### src/rtl/alu_op_sequencer.sv
// Hardwired T0..T6 control sequencer for one register-register ALU instruction on the Bus datapath.
// Strobes are decoded from the registered state and the latched IR; mul/div add a HI/LO write-back step.
module alu_op_sequencer #(
    parameter int               NREG       = 16,
    parameter int               OPC_W      = 5,
    parameter int               RF_W       = 4,
    parameter logic [OPC_W-1:0] MAX_ALU_OP = 5'd15,
    parameter logic [OPC_W-1:0] MUL_OP     = 5'd15,
    parameter logic [OPC_W-1:0] DIV_OP     = 5'd16
) (
    input  logic              clock,
    input  logic              clear,
    input  logic              start,
    input  logic [31:0]       ir_bus,
    input  logic              mem_rdy,
    input  logic              alu_done,
    output logic [NREG-1:0]   reg_out,
    output logic [NREG-1:0]   reg_in,
    output logic              PCout,
    output logic              PCin,
    output logic              IncPC,
    output logic              MARin,
    output logic              read,
    output logic              MDRin,
    output logic              MDRout,
    output logic              IRin,
    output logic              Yin,
    output logic              Zlowin,
    output logic              Zhighin,
    output logic              Zlowout,
    output logic              Zhighout,
    output logic              HIin,
    output logic              LOin,
    output logic [OPC_W-1:0]  alu_op,
    output logic              busy,
    output logic              done,
    output logic              err
);

    localparam int IR_USED = OPC_W + 3 * RF_W;

    localparam logic [2:0] S_IDLE = 3'd0;
    localparam logic [2:0] S_T0   = 3'd1;
    localparam logic [2:0] S_T1   = 3'd2;
    localparam logic [2:0] S_T2   = 3'd3;
    localparam logic [2:0] S_T3   = 3'd4;
    localparam logic [2:0] S_T4   = 3'd5;
    localparam logic [2:0] S_T5   = 3'd6;
    localparam logic [2:0] S_T6   = 3'd7;

    function automatic logic reg_ok(input logic [RF_W-1:0] r);
        return int'(r) < NREG;
    endfunction

    function automatic logic is_muldiv(input logic [OPC_W-1:0] op);
        return (op == MUL_OP) || (op == DIV_OP);
    endfunction

    function automatic logic [NREG-1:0] onehot(input logic [RF_W-1:0] r);
        logic [NREG-1:0] v;
        for (int i = 0; i < NREG; i++) begin
            v[i] = (int'(r) == i);
        end
        return v;
    endfunction

    logic [2:0]         state;
    logic [2:0]         state_nxt;
    logic [IR_USED-1:0] ir_q;
    logic               t1_first;

    logic [OPC_W-1:0] op_q, op_b;
    logic [RF_W-1:0]  ra_q, rb_q, rc_q, ra_b, rb_b, rc_b;
    logic             legal_b;
    logic             unused_ir_bits;

    assign op_q = ir_q[IR_USED-1 -: OPC_W];
    assign ra_q = ir_q[3*RF_W-1 -: RF_W];
    assign rb_q = ir_q[2*RF_W-1 -: RF_W];
    assign rc_q = ir_q[RF_W-1:0];

    // Legality is judged on the bus value being latched, since the IR only updates at the end of T2.
    assign op_b = ir_bus[31 -: OPC_W];
    assign ra_b = ir_bus[31-OPC_W -: RF_W];
    assign rb_b = ir_bus[31-OPC_W-RF_W -: RF_W];
    assign rc_b = ir_bus[31-OPC_W-2*RF_W -: RF_W];
    assign unused_ir_bits = ^ir_bus[31-IR_USED:0];

    assign legal_b = ((op_b <= MAX_ALU_OP) || is_muldiv(op_b))
                   && reg_ok(rb_b) && reg_ok(rc_b)
                   && (is_muldiv(op_b) || reg_ok(ra_b));

    always_ff @(posedge clock) begin
        if (clear) begin
            state    <= S_IDLE;
            ir_q     <= '0;
            t1_first <= 1'b0;
            done     <= 1'b0;
            err      <= 1'b0;
        end else begin
            state    <= state_nxt;
            t1_first <= (state == S_T0);
            done     <= ((state == S_T5) && !is_muldiv(op_q)) || (state == S_T6);
            err      <= (state == S_T2) && !legal_b;
            if (state == S_T2) begin
                ir_q <= ir_bus[31 -: IR_USED];
            end
        end
    end

    always_comb begin
        state_nxt = state;
        case (state)
            S_IDLE: if (start) state_nxt = S_T0;
            S_T0:   state_nxt = S_T1;
            S_T1:   if (mem_rdy) state_nxt = S_T2;
            S_T2:   state_nxt = legal_b ? S_T3 : S_IDLE;
            S_T3:   state_nxt = S_T4;
            S_T4:   if (alu_done) state_nxt = S_T5;
            S_T5:   state_nxt = is_muldiv(op_q) ? S_T6 : S_IDLE;
            S_T6:   state_nxt = S_IDLE;
            default: state_nxt = S_IDLE;
        endcase
    end

    always_comb begin
        reg_out  = '0;
        reg_in   = '0;
        PCout    = 1'b0;
        PCin     = 1'b0;
        IncPC    = 1'b0;
        MARin    = 1'b0;
        read     = 1'b0;
        MDRin    = 1'b0;
        MDRout   = 1'b0;
        IRin     = 1'b0;
        Yin      = 1'b0;
        Zlowin   = 1'b0;
        Zhighin  = 1'b0;
        Zlowout  = 1'b0;
        Zhighout = 1'b0;
        HIin     = 1'b0;
        LOin     = 1'b0;
        alu_op   = '0;
        busy     = (state != S_IDLE);
        case (state)
            S_T0: begin
                PCout  = 1'b1;
                MARin  = 1'b1;
                IncPC  = 1'b1;
                Zlowin = 1'b1;
            end
            S_T1: begin
                Zlowout = 1'b1;
                PCin    = t1_first;
                read    = 1'b1;
                MDRin   = 1'b1;
            end
            S_T2: begin
                MDRout = 1'b1;
                IRin   = 1'b1;
            end
            S_T3: begin
                reg_out = onehot(rb_q);
                Yin     = 1'b1;
            end
            // Z capture is gated by alu_done so the result is latched exactly once, in the completing cycle.
            S_T4: begin
                reg_out = onehot(rc_q);
                alu_op  = op_q;
                Zlowin  = alu_done;
                Zhighin = alu_done && is_muldiv(op_q);
            end
            S_T5: begin
                Zlowout = 1'b1;
                if (is_muldiv(op_q)) LOin = 1'b1;
                else                 reg_in = onehot(ra_q);
            end
            S_T6: begin
                Zhighout = 1'b1;
                HIin     = 1'b1;
            end
            default: ;
        endcase
    end

endmodule
### config.mk
export PLATFORM = sky130hd
export DESIGN_NAME = alu_op_sequencer
export DESIGN_NICKNAME = d
export VERILOG_FILES = /design/src/rtl/alu_op_sequencer.sv
export SDC_FILE = /design/constraint.sdc
export NUM_CORES = 1
export LEC_CHECK = 0
export CAP_MARGIN = 20
export CORE_MARGIN = 5
export CORE_UTILIZATION = 30
export CTS_CLUSTER_SIZE = 24
export DETAILED_ROUTE_END_ITERATION = 16
export PLACE_DENSITY = 0.66
export SKIP_LAST_GASP = 1
export SYNTH_ARGS = -nofsm -noshare
export SYNTH_HDL_FRONTEND = slang
export SYNTH_SLANG_ARGS = --single-unit
### constraint.sdc
create_clock -name clock -period 4.8 [get_ports clock]
set_clock_uncertainty 0.1 [all_clocks]
set_input_delay 0.96 -clock clock [delete_from_list [all_inputs] [get_ports clock]]
set_output_delay 0.96 -clock clock [all_outputs]
set_load 0.01 [all_outputs]
# [Word level (Yosys, flattened, before mapping)]
# Cells that the tools add are included.
[op_classes] magnitude_cmp=1 eq_ne=59 mux=21 reduce_logical=16
[ops] operator="== test 4 bit, second input constant" count=24
[ops] operator="== test 4 x 3 -> 1 bit, second input constant" count=12
[ops] operator="2-to-1 mux 16 bit" count=2
[ops] operator="one-hot mux 16 bit (2 select lines)" count=1
[ops] operator="== test 4 x 2 -> 1 bit, second input constant" count=6
[ops] operator="one-hot mux 3 bit (8 select lines)" count=1
[ops] operator="2-to-1 mux 3 bit" count=5
[ops] operator="== test 3 bit, second input constant" count=4
[ops] operator="== test 4 x 1 -> 1 bit, second input constant" count=3
[ops] operator="zero test 4 bit" count=3
[ops] operator="== test 5 x 4 -> 1 bit, second input constant" count=2
[ops] operator="== test 5 bit, second input constant" count=2
[ops] operator="2-to-1 mux 1 bit" count=10
[ops] operator="== test 3 x 2 -> 1 bit, second input constant" count=2
[ops] operator="!= test 2 bit, second input constant" count=3
[ops] operator="less-or-equal comparator 5 x 4 -> 1 bit, second input constant" count=1
[ops] operator="2-to-1 mux 5 bit" count=1
[ops] operator="logical OR 1 bit" count=4
[ops] operator="== test 3 x 1 -> 1 bit, second input constant" count=1
[ops] operator="logical AND 1 bit" count=3
[ops] operator="zero test 3 bit" count=1
[ops] operator="AND reduction 3 bit" count=1
[ops] operator="nonzero test 3 bit" count=1
[ops] operator="zero test 1 bit" count=2
[ops] operator="2 further kinds" count=2
[totals] regBits=23 input_bits=37 out_inout_bits=55 word_cells=102

# [Longest topological paths before layout]
# Gate-level depths: netlist of the first run.
[logic_depth] word_depth=5 depth_mapped=6 depth_no_buf=4

# [Worst setup path before layout of the first run]
# OpenSTA, ideal clock, no wires.
[synth_timing] path_type="reg2out" startpoint="reg state[1]" endpoint="out reg_out[2]" arrival_time_ps=1392 required_time_ps=3740 setup_slack_ps=2348 path_stages_with_launch=5 path_buffers=1 cell_sequence="dfxtp_1 -> and3b_1 -> buf_2 -> mux2_2 -> nor3_1"
[synth_between] elab_chain_cells=2 elab_cells_between_ends=3 cone_classes="eq/ne (2); mux (1)"
[synth_lines] element="from (decl)" line_no="67" text="logic [2:0] state;"
[synth_lines] element="from (signal assigned)" line_no="101" text="state <= state_nxt;"
[synth_lines] element="== test 3 bit" line_no="146" text="case (state)"
[synth_lines] element="one-hot mux 16 bit (2 select lines) (*)" line_no="146"
[synth_lines] element="to (decl)" line_no="17" text="output logic [NREG-1:0] reg_out,"
# Every way passes the cells marked *; elsewhere a longest branch is shown, timed or not.

# [Worst setup path in the final report of the first run]
[layout_timing] startpoint="reg state[2]" endpoint="out reg_out[6]"
# The elaborated chain is that of the path after synthesis.

==> flow_metrics.py, run 1 <==
metrics = {
    "place": {
        "io_buffers": 76,
        "gp_congestion": 0.859,
        "placed_area_um2": 2350,
        "hpwlAfterDp_um": 3610,
        "place_inst": 350,
    },
    "run": {
        "drv_cap": 0,
    },
    "setup_path": {
        "critPathLaunchType": "flop",
        "path_class": "reg2out",
        "end_kind": "primary output",
        "critPathMaxFanout": 21,
        "worstPathRequired_ns": 3.74,
        "crit_arrival_ns": 2.82,
    },
    "timing": {
        "max_slew.worst_pin.slew_ns": 0.897,
        "maxSlewHeadroom_pct": 40.0,
        "hold_viol": 0,
        "fin_setup_tns_ns": 0,
        "finalCritPeriodShare_pct": 80.8,
        "maxSlewViolCount": 0,
        "setup_violations": 0,
        "min_period_ns": 3.88,
        "rsz0062_at_grt": "no",
        "hold-worst-slack_ns": 0.392,
        "max_freq_ghz": 0.258,
    },
    "logic_synthesis": {
        "syn_inst": 225,
        "syn-cell-area_um2": 1610,
        "yosys_warnings": 0,
        "syn_nets": 262,
        "synth_seq_area_share_pct": 28.6,
        "synth_top_cell_by_area": "dfxtp_1",
        "synth_top_area_share_pct": 28.6,
        "synth_cell_types": 44,
        "synth-main-ff-cell": "dfxtp_1",
        "synth.area.top_cells": "dfxtp_1, nand2_1, a21oi_1, nor2_1, nand3_1",
        "synth_edf_count": 0,
        "ys_ff_latch": 23,
        "syn_area_per_cell_um2": 7.15,
        "async_flop_share_pct": 0,
    },
    "detailed_routing": {
        "drc": 0,
        "wl_per_cell_um": 13.3,
        "viasPerCell": 5.03,
        "wirelength_um": 4720,
        "detail-route-antenna-nets": 0,
        "dr_total_vias": 1782,
        "drt_first_pass_iters": 4,
        "drt-initial-drc-count": 119,
    },
    "clock_network": {
        "clk_latency_ns": 0.26,
        "numCtsBuffers": 3,
        "clk_pin_slew_worst_paths_ns": 0.08,
        "cts_root_buffer": "clkbuf_8",
        "post_cts_buffers": 0,
        "clk_path_buf_depth": 2,
        "clock-sinks": 23,
        "h-tree-depth": 1,
        "postCtsResizedCells": 0,
        "cts-hold-fix-buffers": 0,
        "cts_tree": "built",
    },
    "power_and_ir_drop": {
        "ir_drop_mv": 0.120,
        "power.density_nw_per_um2": 175,
        "p_leak_nw": 0.807,
    },
    "floorplan": {
        "die_area_um2": 6930,
        "design.core.area_um2": 5170,
        "ios": 92,
        "start_util_pct": 31.1,
        "die-width_um": 83.2,
        "num_rows": 26,
        "die_h_um": 83.2,
    },
    "grt": {
        "grt_pass1_wl_um": 7980,
        "grt_remaining_overflow": 0,
        "grt_usage_pct": 13.6,
        "grt_max_degree": 25,
        "antenna_found_initial": 0,
        "grt_pass1_vias": 1691,
    },
    "layout": {
        "finalNonFillerCells": 354,
        "design_area_um2": 2400,
        "drive_gt1_share_pct": 5.28,
        "fillCellCount": 549,
        "multiInputGateArea_um2": 1010,
        "final_common_cell": "clkdlybuf4s50_1",
        "nets": 322,
        "final_cell_mix": "clkdlybuf4s50_1, nand2_1, nor2_1, dfxtp_1, a21oi_1",
        "antennaDiodeCount": 0,
        "areaGrowthSynthToFinish_pct": 49.0,
        "seq_area_um2": 460,
    },
    "outcome": {
        "status": "completed",
    },
    "hold_path": {
        "min_path_type": "reg2reg",
    },
}
-- per-layer routing --
layer  GRT usage (%)  up-vias  part of all wire, %
li1                -      905                    -
met4            4.16        0                  1.7
met5               0        -                    0
met2            24.1       56                   49
met1            16.5      815                   44
met3            2.28        6                  5.6
-- power by group --
part,internal [mW],switching [mW],total [mW]
combinational,0.0493,0.0364,0.0856
sequential,0.197,0.0151,0.212
clock,0.0587,0.0634,0.122
-- path summary, 6_finish.rpt --
path / startpoint / to / slack, ns / depth (start not counted)
worst max register to register: state[2] / state[2] / 2.57 / 5
worst max-delay path: state[2] / reg_out[6] / 0.92 / 4
worst min register to register: ir_q[12] / ir_q[12] / 0.39 / 2
worst min-delay path: ir_q[12] / ir_q[12] / 0.39 / 2
-- area by class of cell --
class	instances	area share (%)
Multi-Input combinational cell	173	42.0
Clock buffer	3	1.72
Timing Repair Buffer	77	32.0
Tap cell	70	3.65
Sequential cell	23	19.2
Inverter	7	1.10
Clock inverter	1	0.313
-- critical path, cell delays in order (launching register included) --
cell and delay (ns):
dfxtp_1 0.69, and3b_1 0.66, mux2_2 0.44, nor3_1 0.20, clkdlybuf4s50_1 0.56
-- Yosys cell counts (all sizes together), types with 5 or more instances --
cell type / number
a21oi: 18
and2: 9
buf: 12
clkbuf: 10
dfxtp: 23
inv: 6
mux2i: 5
nand2: 40
nand3: 12
nand4: 8
nor2: 24
nor2b: 8
nor3: 10
-- flip-flops by register name, summed over array words and instances, names as in the netlist --
| signal | count |
|---|---|
| ir_q | 17 |
| err | 1 |
| state | 3 |
| t1_first | 1 |
| done | 1 |
-- through the flow --
step	utilization (%)	total power, mW	setup slack (ns)
4_1_cts	46.3	0.426	0.904
5_1_grt	46.3	0.446	0.676
3_3_place_gp	45.4	0.301	1.21
6_report	46.3	0.420	0.923
3_5_place_dp	45.4	0.303	1.20
2_1_floorplan	-	0.261	2.35
-- cells by family after synthesis --
group                  synth area share [%]
flip-flops                             28.6
AND/OR/NAND/NOR                        42.1
multiplexers                           5.52
AO/OA/AOI/OAI                          14.9
buffers and inverters                  8.86
Power figures use the tool's default switching activity.
==> run 2: changes to the inputs <==
--- a/config.mk
+++ b/config.mk
@@ -10,7 +10,7 @@
 export CORE_UTILIZATION = 30
 export CTS_CLUSTER_SIZE = 24
 export DETAILED_ROUTE_END_ITERATION = 16
-export PLACE_DENSITY = 0.66
+export PLACE_DENSITY = 0.68
 export SKIP_LAST_GASP = 1
 export SYNTH_ARGS = -nofsm -noshare
 export SYNTH_HDL_FRONTEND = slang
==> constraint.sdc (replaced) <==
create_clock -name clock -period 3.53 [get_ports clock]
set_clock_uncertainty 0.1 [all_clocks]
set_input_delay 0.706 -clock clock [delete_from_list [all_inputs] [get_ports clock]]
set_output_delay 0.706 -clock clock [all_outputs]
set_load 0.01 [all_outputs]
==> run 2 against run 1 <==
Core utilization increased by 1.0 points; worst setup slack got worse by 0.49 ns; clock-buffer cell count unchanged; wire length increased by 1.8%; worst hold slack got worse by 0.0028 ns; via count unchanged; first-iteration DRC count decreased by 9.2%; sequential share of layout area decreased by 0.41 points; combinational power increased by 57%; critical path type unchanged; highest routed layer unchanged.
==> flow_metrics.py, run 2 (same netlist as run 1, synthesis figures left out) <==
metrics = {
    "clock_network": {
        "cts-hold-fix-buffers": 0,
        "postCtsResizedCells": 0,
        "clock-sinks": 23,
        "numCtsBuffers": 3,
        "cts_root_buffer": "clkbuf_8",
        "cts_tree": "built",
        "clk_path_buf_depth": 2,
        "post_cts_buffers": 0,
        "h-tree-depth": 1,
        "clk_pin_slew_worst_paths_ns": 0.08,
        "clk_latency_ns": 0.27,
    },
    "power_and_ir_drop": {
        "total_power_mw": 0.580,
        "switching_share_pct": 27.5,
        "p_seq_share_pct": 47.8,
        "pwr-share-clk_pct": 29.1,
        "p_int_mw": 0.420,
        "power.density_nw_per_um2": 237,
        "power_frac_comb_pct": 23.1,
        "p_leak_nw": 0.843,
        "p_sw_mw": 0.160,
        "ir_drop_mv": 0.184,
    },
    "detailed_routing": {
        "dr_total_vias": 1782,
        "wirelength_um": 4800,
        "drt_first_pass_iters": 4,
        "wl_per_cell_um": 13.3,
        "viasPerCell": 4.94,
        "drt-initial-drc-count": 108,
        "drc": 0,
        "detail-route-antenna-nets": 0,
    },
    "floorplan": {
        "design.core.area_um2": 5170,
        "ios": 92,
        "start_util_pct": 31.1,
        "die-width_um": 83.2,
        "die_area_um2": 6930,
        "num_rows": 26,
        "die_h_um": 83.2,
    },
    "layout": {
        "fillCellCount": 518,
        "final_common_cell": "clkdlybuf4s50_1",
        "design_area_um2": 2450,
        "top_register": "ir_q",
        "largest_reg_flops": 17,
        "reg_top3": "ir_q x17, state x3",
        "areaGrowthSynthToFinish_pct": 52.3,
        "final_cell_mix": "clkdlybuf4s50_1, nand2_1, nor2_1, dfxtp_1, a21oi_1",
        "finalNonFillerCells": 361,
        "drive_gt1_share_pct": 7.56,
        "nets": 329,
        "antennaDiodeCount": 0,
    },
    "setup_path": {
        "r2r_start": "state[2]",
        "timing.rr.end": "state[2]",
        "slowest_delay_ns": 0.59,
        "r2r_cells": 6,
        "cp_slowest_cell": "clkdlybuf4s50_1",
        "critPathMaxFanout": 11,
        "crit_arrival_ns": 2.29,
        "cpLargestDelayFamily": "simple AND/OR/NAND/NOR gates",
        "critPathLaunchType": "flop",
        "rrSetupSlack_ns": 1.60,
        "worstPathRequired_ns": 2.72,
        "path_buf_inv": 1,
        "end_kind": "primary output",
        "crit_chain": "and3b_1 -> mux2_4 -> nor4_2 -> clkdlybuf4s50_1",
        "path_class": "reg2out",
    },
    "grt": {
        "grt_usage_pct": 13.6,
        "grt_max_degree": 25,
        "antenna_found_initial": 0,
        "grt_remaining_overflow": 0,
        "grt_pass1_wl_um": 8020,
        "grt_pass1_vias": 1713,
    },
    "timing": {
        "max_slew.worst_pin.slew_ns": 0.519,
        "finalWorstSetupSlack_ns": 0.434,
        "min_period_ns": 3.10,
        "max_freq_ghz": 0.323,
        "maxSlewHeadroom_pct": 65.0,
        "rsz0062_at_grt": "no",
        "setup_violations": 0,
        "finalCritPeriodShare_pct": 87.7,
        "hold_viol": 0,
        "fin_setup_tns_ns": 0,
        "maxSlewViolCount": 0,
    },
    "place": {
        "place_inst": 357,
        "placed_area_um2": 2400,
        "io_buffers": 76,
        "hpwlAfterDp_um": 3700,
        "preCtsSetupSlack_ns": 0.720,
        "gp_congestion": 0.774,
    },
    "hold_path": {
        "min_from": "ir_q[12]",
        "holdPathEnd": "ir_q[12]",
        "min_path_type": "reg2reg",
        "hold_depth": 2,
    },
    "outcome": {
        "status": "completed",
    },
    "run": {
        "drv_cap": 0,
    },
}
-- run 2: cell types whose count changed in the layout (fill, tap and decap cells not counted) --
cell,previous run,this run
buf_4,1,8
-- run 2: per-stage QoR --
stage / util [%] / hold WS [ns]
floorplan: - / 0.357
global placement: 46.4 / 0.371
detailed placement: 46.4 / 0.380
CTS: 47.4 / 0.392
global route: 47.4 / 0.426
finish: 47.4 / 0.389
-- run 2: area by class of cell --
type / count / area (um^2) / area share, %
clock inverters: 1 / 7.51 / 0.306
flip-flops and latches: 23 / 460 / 18.8
multi-input cells: 173 / 1010 / 41.1
repair buffers: 84 / 821 / 33.5
well taps: 70 / 87.6 / 3.58
clock buffers: 3 / 41.3 / 1.69
inverters: 7 / 26.3 / 1.07
-- run 2: layer usage --
layer	routed length, um	global-route usage, %
met1	2080	16.6
met2	2320	24.3
met3	352	2.77
met4	48	3.12
met5	0	0
-- run 2: worst max-delay path by stage --
stage,startpoint,to,slack [ns],depth (start not counted)
after global placement,state[1],reg_out[8],0.76,4
after detailed placement,state[1],reg_out[8],0.72,4
after floorplan,state[1],reg_out[2],1.33,4
after CTS,state[1],reg_out[8],0.42,4
final,state[1],reg_out[8],0.43,4
after global routing,state[1],reg_out[4],0.31,4
-- run 2: worst min-delay path: cells and delay by family (launching register included) --
family,cells,cell delay (ns)
AND/OR/NAND/NOR,1,0.06
flip-flops,1,0.34
AO/OA/AOI/OAI,1,0.05
-- run 2: power by group through the flow --
stage | Clock, mW | Sequential (mW) | Combinational, mW
after global routing | 0.185 | 0.279 | 0.146
after floorplan | 0 | 0.282 | 0.0726
after global placement | 0 | 0.283 | 0.133
after CTS | 0.174 | 0.277 | 0.136
final | 0.169 | 0.277 | 0.134
after detailed placement | 0 | 0.283 | 0.135
==> variant, RTL diff (flow settings as in run 2) <==
Put one more register stage on the output `err`, without a reset. The value now appears one clock later. The other outputs are not delayed to match.
--- a/src/rtl/alu_op_sequencer.sv
+++ b/src/rtl/alu_op_sequencer.sv
@@ -50,2 +50,4 @@
 
+    logic err_s0;
+
     function automatic logic reg_ok(input logic [RF_W-1:0] r);
@@ -98,3 +100,3 @@
             done     <= 1'b0;
-            err      <= 1'b0;
+            err_s0   <= 1'b0;
         end else begin
@@ -103,3 +105,3 @@
             done     <= ((state == S_T5) && !is_muldiv(op_q)) || (state == S_T6);
-            err      <= (state == S_T2) && !legal_b;
+            err_s0   <= (state == S_T2) && !legal_b;
             if (state == S_T2) begin
@@ -186,2 +188,6 @@
 
+    always_ff @(posedge clock) begin
+        err <= err_s0;
+    end
+
 endmodule
Function: changed (a bounded check fails within 10 cycles, from zero or initial values).
==> variant against run 2 <==
  * Wire length is 8.2% lower
  * First-iteration DRC count is 62% higher
  * Sequential cell count is 1 higher
  * Total power is 3.6% higher
  * Setup slack worse by 210 ps
  * Final area is 4.3% lower
  * Synthesized area is 5.4% lower
  * Die area is 4.7% lower
  * Critical path type unchanged
  * Critical endpoint is now reg_out[2]
  * Largest power group unchanged
==> variant: results (changes against run 2) <==
critPathArrivalTime_ps: 2500  # was 2290 ps
hold_depth: 0  # was 2
synth_compound_area_frac: 0.108  # was 0.149
fillCellCount: 523  # was 518
netlist_top_cells_count: "nand2_1 (49), dfxtp_1 (24), a21oi_1 (18)"  # was nand2_1 (40), nor2_1 (24), dfxtp_1 (23)
drive_gt1_frac: 0.0818  # was 0.0756
grt_max_degree: 24  # was 25
final_net_count: 307  # was 329
hp-start: "err_s0"  # was ir_q[12]
syn-instance-count: 202  # was 225
tightest_slew_ps: 591  # was 519 ps
ir_drop_uv: 179  # was 184 uV
status: "completed"  # unchanged
r2r_slack_ps: 1640  # was 1600 ps
wl_per_cell_um: 13.0  # was 13.3 um
hold_end: "err"  # was ir_q[12]
fin_crit_sh: 0.937  # was 0.877
drtIter0Drc: 175  # was 108
synthDistinctLibCells: 40  # was 44
place_area_um2: 2290  # was 2400 um^2
synth-seq-area-share: 0.316  # was 0.286
instances_no_fill: 339  # was 361
dpl.hpwl_um: 3320  # was 3700 um
viasPerCell: 4.88  # was 4.94
cp_max_fo: 12  # was 11
synth_nets: 239  # was 262
grt_pass1_vias: 1506  # was 1,713
## variant: cell types whose count changed in the layout (fill, tap and decap cells not counted), sizes merged, moves of 3 or more
cell,delta
nor2,-18
o32ai,-3
nor3,+5
o22ai,-3
nor4,+10
and2,-3
nor4b,+8
nand3,-12
o32a,-3
nand4,-7
nand2,+9
## variant: final cells by class
class,count,area [um^2],area share
Timing Repair Buffer,83,813,0.347
Inverter,5,18.8,0.00800
Tap cell,70,87.6,0.0374
Multi-Input combinational cell,153,888,0.379
Sequential cell,24,482,0.205
Clock buffer,4,55.1,0.0235
## variant: report_power, final
part           switching, uW  total, uW  internal, uW
logic                   54.5        123          68.6
registers               10.1        290           280
clock network           88.4        188          99.5
total                    153        601           448
## variant: metal layers
metal / GRT usage / vias to the layer above / part of all wire
li1: - / 837 / -
met1: 0.168 / 751 / 0.45
met2: 0.219 / 62 / 0.47
met3: 0.0299 / 4 / 0.070
met4: 0.0355 / 0 / 0.010
met5: 0 / - / 0
